**src/rtl/mul_trunc_pipe.sv**
```systemverilog
// rtl/mul_trunc_pipe.sv - pipelined unsigned multiplier that zeroes a runtime-selected number of operand LSBs
// Optional bias compensation when APXMUL_BIAS_COMP_EN is defined.
module mul_trunc_pipe #(
  parameter int WIDTH     = 12,
  parameter int MAX_TRUNC = 8,
  parameter int STAGES    = 2,
  localparam int TW       = (MAX_TRUNC > 0) ? $clog2(MAX_TRUNC + 1) : 1
) (
  input  logic               clk,
  input  logic               rst,
  input  logic               in_valid,
  output logic               in_ready,
  input  logic [WIDTH-1:0]   a,
  input  logic [WIDTH-1:0]   b,
  input  logic [TW-1:0]      trunc,
  output logic               out_valid,
  input  logic               out_ready,
  output logic [2*WIDTH-1:0] z,
  output logic [TW-1:0]      z_trunc
);

  localparam int ZW = 2 * WIDTH;
  localparam logic [TW-1:0] T_MAX = TW'(MAX_TRUNC);

  logic [TW-1:0]     tSat;
  logic [WIDTH-1:0]  keepMask;
  logic [WIDTH-1:0]  aMasked;
  logic [WIDTH-1:0]  bMasked;
  logic [STAGES-1:0] slotReady;
  logic [STAGES-1:0] slotValid;
  logic [ZW-1:0]     slotData  [STAGES];
  logic [TW-1:0]     slotTrunc [STAGES];
  logic [WIDTH-1:0]  opA;
  logic [WIDTH-1:0]  opB;
  logic [ZW-1:0]     product;

  always_comb begin
    tSat     = (trunc > T_MAX) ? T_MAX : trunc;
    keepMask = {WIDTH{1'b1}} << tSat;
    aMasked  = a & keepMask;
    bMasked  = b & keepMask;
  end

  // A slot can take data when it or any slot after it is empty, or the consumer drains.
  always_comb begin
    for (int i = 0; i < STAGES; i++) begin
      slotReady[i] = out_ready;
      for (int j = i; j < STAGES; j++) begin
        if (!slotValid[j]) slotReady[i] = 1'b1;
      end
    end
  end

  assign in_ready = slotReady[0];

  // Slot 0 holds the masked operands; the multiply sits between slot 0 and the next register.
  assign opA = slotData[0][ZW-1:WIDTH];
  assign opB = slotData[0][WIDTH-1:0];

  always_comb begin
    product = ZW'(opA) * ZW'(opB);
`ifdef APXMUL_BIAS_COMP_EN
    if (slotTrunc[0] != '0 && opA != '0 && opB != '0)
      product = product + (((ZW'(1) << slotTrunc[0]) - ZW'(1)) << (WIDTH - 1));
`endif
  end

  always_ff @(posedge clk or posedge rst) begin
    if (rst) begin
      for (int i = 0; i < STAGES; i++) begin
        slotValid[i] <= 1'b0;
        slotData[i]  <= '0;
        slotTrunc[i] <= '0;
      end
    end else begin
      if (slotReady[0]) begin
        slotValid[0] <= in_valid;
        if (in_valid) begin
          slotData[0]  <= {aMasked, bMasked};
          slotTrunc[0] <= tSat;
        end
      end
      for (int i = 1; i < STAGES; i++) begin
        if (slotReady[i]) begin
          slotValid[i] <= slotValid[i-1];
          if (slotValid[i-1]) begin
            slotData[i]  <= (i == 1) ? product : slotData[i-1];
            slotTrunc[i] <= slotTrunc[i-1];
          end
        end
      end
    end
  end

  generate
    if (STAGES == 1) begin : g_single
      assign z = product;
    end else begin : g_multi
      assign z = slotData[STAGES-1];
    end
  endgenerate

  assign out_valid = slotValid[STAGES-1];
  assign z_trunc   = slotTrunc[STAGES-1];

endmodule

```
**config.mk**
```make
export PLATFORM = sky130hd
export DESIGN_NAME = mul_trunc_pipe
export DESIGN_NICKNAME = d
export VERILOG_FILES = /design/src/rtl/mul_trunc_pipe.sv
export SDC_FILE = /design/constraint.sdc
export NUM_CORES = 1
export LEC_CHECK = 0
export ABC_AREA = 1
export BUFFER_PORTS_ARGS = -buffer_cell sky130_fd_sc_hd__buf_2
export CORE_MARGIN = 4
export CORE_UTILIZATION = 45
export CTS_BUF_LIST = sky130_fd_sc_hd__clkbuf_4 sky130_fd_sc_hd__clkbuf_8
export DETAILED_ROUTE_END_ITERATION = 10
export PLACE_DENSITY = 0.71
export SLEW_MARGIN = 20
export SYNTH_ARGS = -nofsm -noshare
export SYNTH_HDL_FRONTEND = slang
export SYNTH_SLANG_ARGS = --single-unit
```
**constraint.sdc**
```tcl
create_clock -name clk -period 4.6 [get_ports clk]
set_input_delay 0.46 -clock clk [delete_from_list [all_inputs] [get_ports clk]]
set_output_delay 0.46 -clock clk [all_outputs]
set_load 0.01 [all_outputs]
```
==> results of run 1 <==
-- cells by family (layout without fill, tap and decap cells) --
group | count (synthesis) | count (layout) | share of synthesized area [%]
buf+inv | 271 | 366 | 14.3
flops | 58 | 58 | 20.0
simple gates | 398 | 398 | 22.1
xor+xnor | 8 | 8 | 0.965
compound gates | 58 | 58 | 4.41
fa+ha+maj | 162 | 162 | 38.2
-- power by group through the flow --
stage          Clock [mW]  Sequential (mW)  Combinational (mW)
5_1_grt             0.604            0.712                1.65
6_report            0.563            0.702                1.47
4_1_cts             0.573            0.699                1.30
3_5_place_dp            0            0.703                1.25
3_3_place_gp            0            0.705                1.23
2_1_floorplan           0            0.704               0.835
-- registers in the layout, summed over array words and instances, names as in the netlist --
name       count
opA           12
opB           12
slotTrunc      4
slotValid      2
z             24
z_trunc        4
-- area by class of cell --
| class | instances | area, um^2 | share of cell area [%] |
|---|---|---|---|
| clock buffer | 11 | 145 | 1.67 |
| clock inverter | 5 | 77.6 | 0.895 |
| inverter | 234 | 881 | 10.2 |
| multi-input combinational | 626 | 5100 | 58.9 |
| sequential | 58 | 1470 | 16.9 |
| tap | 216 | 270 | 3.12 |
| timing repair buffer | 116 | 726 | 8.37 |
-- timing repair --
| action | in CTS | in global routing |
|---|---|---|
| gates cloned | 0 | 0 |
| gates resized for setup | 21 | 80 |
| setup endpoints to repair | 9 | 14 |
| pin swaps | 7 | 28 |
| buffers inserted | 6 | 7 |
-- worst max-delay path by stage --
stage | from | endpoint | slack [ns] | depth (start not counted)
after floorplan | opA[8] | z[19] | 0.04 | 20
final | opA[5] | z[22] | 0.05 | 20
after global routing | opA[5] | z[22] | -0.14 | 20
after CTS | opB[3] | z[21] | 0.0005 | 21
after global placement | opB[3] | z[21] | -0.12 | 18
after detailed placement | opB[3] | z[21] | -0.16 | 18
-- worst max-delay path, stage by stage (launching register included) --
cell	delay (ns)
dfrtp_2	0.47
nand2_2	0.09
inv_2	0.04
fa_1	0.54
inv_2	0.04
fa_1	0.54
inv_2	0.04
fa_1	0.47
fa_1	0.51
inv_1	0.05
fa_1	0.50
inv_2	0.05
ha_4	0.24
nand2_1	0.09
nand2_1	0.11
a21oi_2	0.20
nand3_4	0.14
nand2_2	0.09
nand3_1	0.06
nand3_1	0.09
nand2_1	0.06
-- per-layer routing --
metal / vias to the layer above / wire length, um / share of wire [%]
met5: - / 0 / 0
met4: 0 / 358 / 1.9
met3: 31 / 1090 / 5.8
met2: 181 / 9510 / 51
met1: 2987 / 7700 / 41
li1: 2961 / - / -
-- stage by stage --
step / setup slack [ns] / hold WS (ns) / setup TNS, ns
6_report: 0.0484 / 0.277 / 0
3_5_place_dp: -0.156 / 0.464 / -0.807
5_1_grt: -0.137 / 0.272 / -1.05
3_3_place_gp: -0.125 / 0.461 / -0.493
4_1_cts: 0.000540 / 0.262 / 0
2_1_floorplan: 0.0429 / 0.454 / 0
-- synth_stat cells --
cell type,instances
nor2_2,2
a32o_1,2
buf_4,5
a21oi_1,20
nor3_1,3
nand2_1,331
dfrtp_1,58
o21ai_0,27
nand3b_1,5
o21bai_1,2
a22o_1,2
nand2_2,3
clkbuf_1,27
xor2_1,3
o22ai_1,3
ha_1,62
inv_2,1
xnor2_1,5
fa_1,100
nand3_2,4
nand4_1,1
o21ai_1,1
nor2_1,21
and2_1,2
and2_4,1
inv_1,233
nor3_2,1
a21oi_2,1
nand3_1,24
buf_2,5
==> reports/metrics.cfg, run 1 <==
[clock_tree]
cts_buffer_depth=2
htree_levels=3
cts_tree=yes
numCtsBuffers=9
path_clk_slew_ns=0.09
numClockSinks=58
clockRootBuffer=clkbuf_8
cts_hold_buf=0
clock_latency_ns=0.38

[cells_and_area]
final_layout_size_suffix_gt1_share_pct=21.2
final_util_pct=54.8
nNetsFinal=1239
fin_cells=1266
final_cell_mix=311 x nand2_1, 220 x inv_1, 96 x fa_1
final.fill_count=1457
final_common_cell=nand2_1
n_antenna_cell=0
syn_to_final_growth_pct=19.4
fin_area_um2=8670

[power_and_ir_drop]
p_seq_share_pct=25.7
powerDensity_nw_per_um2=315
pwr-share-comb_pct=53.7
switching_share_pct=43.1
power.total_mw=2.73
p_leak_nw=5.15
intPower_mw=1.55
clock_power_share_pct=20.6
power_switching_mw=1.18
vdd_drop_max_mv=0.189

[worst_setup_path]
r2r_cells=20
worst_setup_path_start_kind=flip-flop
ff2ff_setup_slack_ns=0.05
crit_path_end_kind=flip-flop
path_class=reg2reg
cp_max_fo=7
required_ns=4.85
reg2reg_to=z[22]
r2r_start=opA[5]
arrival_ns=4.80

[job]
max-cap-violations=0

[route]
routed-via-count=6160
dr.pass1.iters=4
wirelength_mm=18.7
ant_nets=0
first_iter_violations=421
drc=0
vias_per_cell=4.87
wire_per_inst_um=14.7

[sta]
period_share_pct=98.9
fmax_mhz=220
period_minus_slack_ns=4.55
finalClockSkew_ns=0.0187
setup_violations=0
relSlewSlack_pct=43.5
drv_slew=0
worstMarginPinSlew_ns=0.842
hold_violations=0
rsz0062_at_grt=yes

[global_route]
grt_pass1_wl_mm=30.2
grt_pass1_vias=6241
met3_usage_pct=3.76
grtUsageMet1_pct=27.4
busiest_layer=met2
use_met2_pct=36.9
gr-total-overflow=0
grt_max_degree=59
grtUsageTotal_pct=21.2
antenna_found_initial=0

[die]
coreArea_um2=15800
start_util_pct=45.9
fp.dieH_um=135
num_rows=46
dieArea_um2=18200
die_width_um=135
io_pins=62

[logic_synthesis]
synth_top_area_share_pct=27.6
synth.distinct_cells=30
postSynthCellCount=955
synth_area_um2=7260
yosys.area.top_type=fa_1
synth-seq-cells=58
ys_warn_count=0
synthTopCellsByArea=fa_1 28%, dfrtp_1 20%, nand2_1 17%
synth_area_per_cell_um2=7.61
ys_seq_area_share_pct=20.0
syn_nets=1149

[worst_hold_path]
hold_depth=3
hold_end=opA[11]
hp-start=a[11]
hold_path.class=in2reg

[placed_design]
io_buffers=61
dp.cells=1237
place_congestion=0.921
dpl_cell_area_um2=7990
hpwl_mm=14.8

[run_status]
status=finished clean

No activity file was read; power rests on OpenSTA's default activity.
==> run 2, diff against run 1 <==
Settings changed: CELL_PAD_IN_SITES_DETAIL_PLACEMENT set to 1, CELL_PAD_IN_SITES_GLOBAL_PLACEMENT set to 2, CORE_UTILIZATION 45 to 33, PLACE_DENSITY 0.71 to 0.85.
==> run 2 against run 1 <==
  * Flip-flop and latch count is the same
  * Non-clock buffer count grew 12
  * Maximum frequency grew 0.49%
  * Global-route usage shrank 2.5 points
  * Hold slack lost 0.14 ns
  * Power grew 4.4%
  * Cell area grew 3.5%
  * Wire length grew 21%
  * Sequential power grew 0.9%
  * Utilization shrank 14 points
  * Clock power shrank 6.4%
  * Worst setup slack gained 0.022 ns
==> reports/metrics.cfg, run 2 (synthesized netlist as in run 1, its figures left out) <==
[clock_tree]
clockRootBuffer=clkbuf_8
cts_tree=yes
clock_latency_ns=0.38
path_clk_slew_ns=0.09
htree_levels=3
numClockSinks=58
numCtsBuffers=9
cts_buffer_depth=2

[cells_and_area]
fin_cells=1342
final_util_pct=41.3
nNetsFinal=1251
n_antenna_cell=0
final_common_cell=nand2_1
final_cell_mix=291 x nand2_1, 219 x inv_1, 95 x fa_1
final_layout_size_suffix_gt1_share_pct=25.0
syn_to_final_growth_pct=23.6
largest_register_ff_count=24

[sta]
rsz0062_at_grt=yes
drv_slew=0
setup_violations=0
setup_slack_ns=0.0704
fmax_mhz=221
period_minus_slack_ns=4.53
period_share_pct=98.5
hold_violations=0
relSlewSlack_pct=39.8
worstMarginPinSlew_ns=0.900
finalClockSkew_ns=0.0161

[route]
ant_nets=0
dr.pass1.iters=4
drc=0
first_iter_violations=238
vias_per_cell=4.66
wirelength_mm=22.5
routed-via-count=6260
wire_per_inst_um=16.8

[worst_setup_path]
cpPeakStageDelay_ns=0.61
critical-path-top-delay-family=adder cells
cp_max_fo=5
r2r_start=opA[5]
path_buf_inv=6
ff2ff_setup_slack_ns=0.07
reg2reg_to=z[13]
crit_path_end_kind=flip-flop
cp.depth=19
r2r_cells=19
cp_slowest_cell=fa_1
path_class=reg2reg
required_ns=4.92
arrival_ns=4.85
crit_top_cell=fa_1
worst_setup_path_start_kind=flip-flop
crit_chain=buf_6 > nand2_2 > inv_2 > fa_1 > inv_2 > fa_1 > fa_1 > fa_1 > fa_1 > inv_2 > ha_4 > nand2_8 > inv_4 > a21oi_4 > nand3_4 > buf_4 > a21oi_2 > o21ai_2 > nand2_1

[global_route]
grt_max_degree=42
grtUsageTotal_pct=18.6
gr-total-overflow=0
grt_pass1_wl_mm=35.5
grt_pass1_vias=6691
antenna_found_initial=0

[die]
coreArea_um2=21800
fp.dieH_um=156
start_util_pct=33.4
io_pins=62
die_width_um=156
num_rows=54
dieArea_um2=24500

[power_and_ir_drop]
vdd_drop_max_mv=0.188
powerDensity_nw_per_um2=318
p_leak_nw=5.27

[run_status]
status=finished clean

[placed_design]
dpl_worst_slack_ns=-0.223
io_buffers=61
place_congestion=0.829
hpwl_mm=17.9
dp.cells=1313

[job]
max-cap-violations=0

[worst_hold_path]
hold_path.class=in2async

## run 2: worst max-delay path by stage
| stage | start | end | slack, ns |
|---|---|---|---|
| after floorplan | opA[8] | z[19] | 0.04 |
| after global placement | opB[3] | z[18] | -0.14 |
| after detailed placement | opB[3] | z[23] | -0.22 |
| after CTS | opA[10] | z[23] | 0.001 |
| after global routing | opA[5] | z[21] | -0.14 |
| final | opA[5] | z[13] | 0.07 |
## run 2: final cells by class
| cell class | instances | area [um^2] |
|---|---|---|
| timing repair buffer | 128 | 831 |
| fill | 2707 | 12800 |
| inverter | 234 | 881 |
| sequential | 58 | 1470 |
| clock inverter | 5 | 55.1 |
| tap | 280 | 350 |
| clock buffer | 11 | 139 |
| multi-input combinational | 626 | 5250 |
## run 2: what timing repair did
action | 4_1_cts | 5_1_grt
hold buffers | 0 | 0
buffers inserted | 7 | 7
setup endpoints to repair | 13 | 14
resized for setup | 28 | 119
pin swaps | 6 | 70
## run 2: metrics by stage
step / instance area, um^2 / hold WS, ns / power (mW) / TNS [ns]
2_1_floorplan: 7260 / 0.454 / 1.54 / 0
3_3_place_gp: 8160 / 0.459 / 2.03 / -1.01
3_5_place_dp: 8160 / 0.463 / 2.06 / -1.93
4_1_cts: 8520 / 0.138 / 2.68 / 0
5_1_grt: 8980 / 0.149 / 3.09 / -1.06
6_report: 8980 / 0.133 / 2.85 / 0
## run 2: metal layers
layer | track usage, % | share of wire, %
met2 | 32.8 | 52
met4 | 3.84 | 0.94
met1 | 24.9 | 43
met3 | 2.02 | 3.5
met5 | 0 | 0
## run 2: report_power, final
part	leakage [nW]	total [mW]	internal, mW	switching [mW]
logic	4.44	1.62	0.671	0.944
registers	0.733	0.708	0.613	0.0949
clock network	0.0962	0.527	0.261	0.266
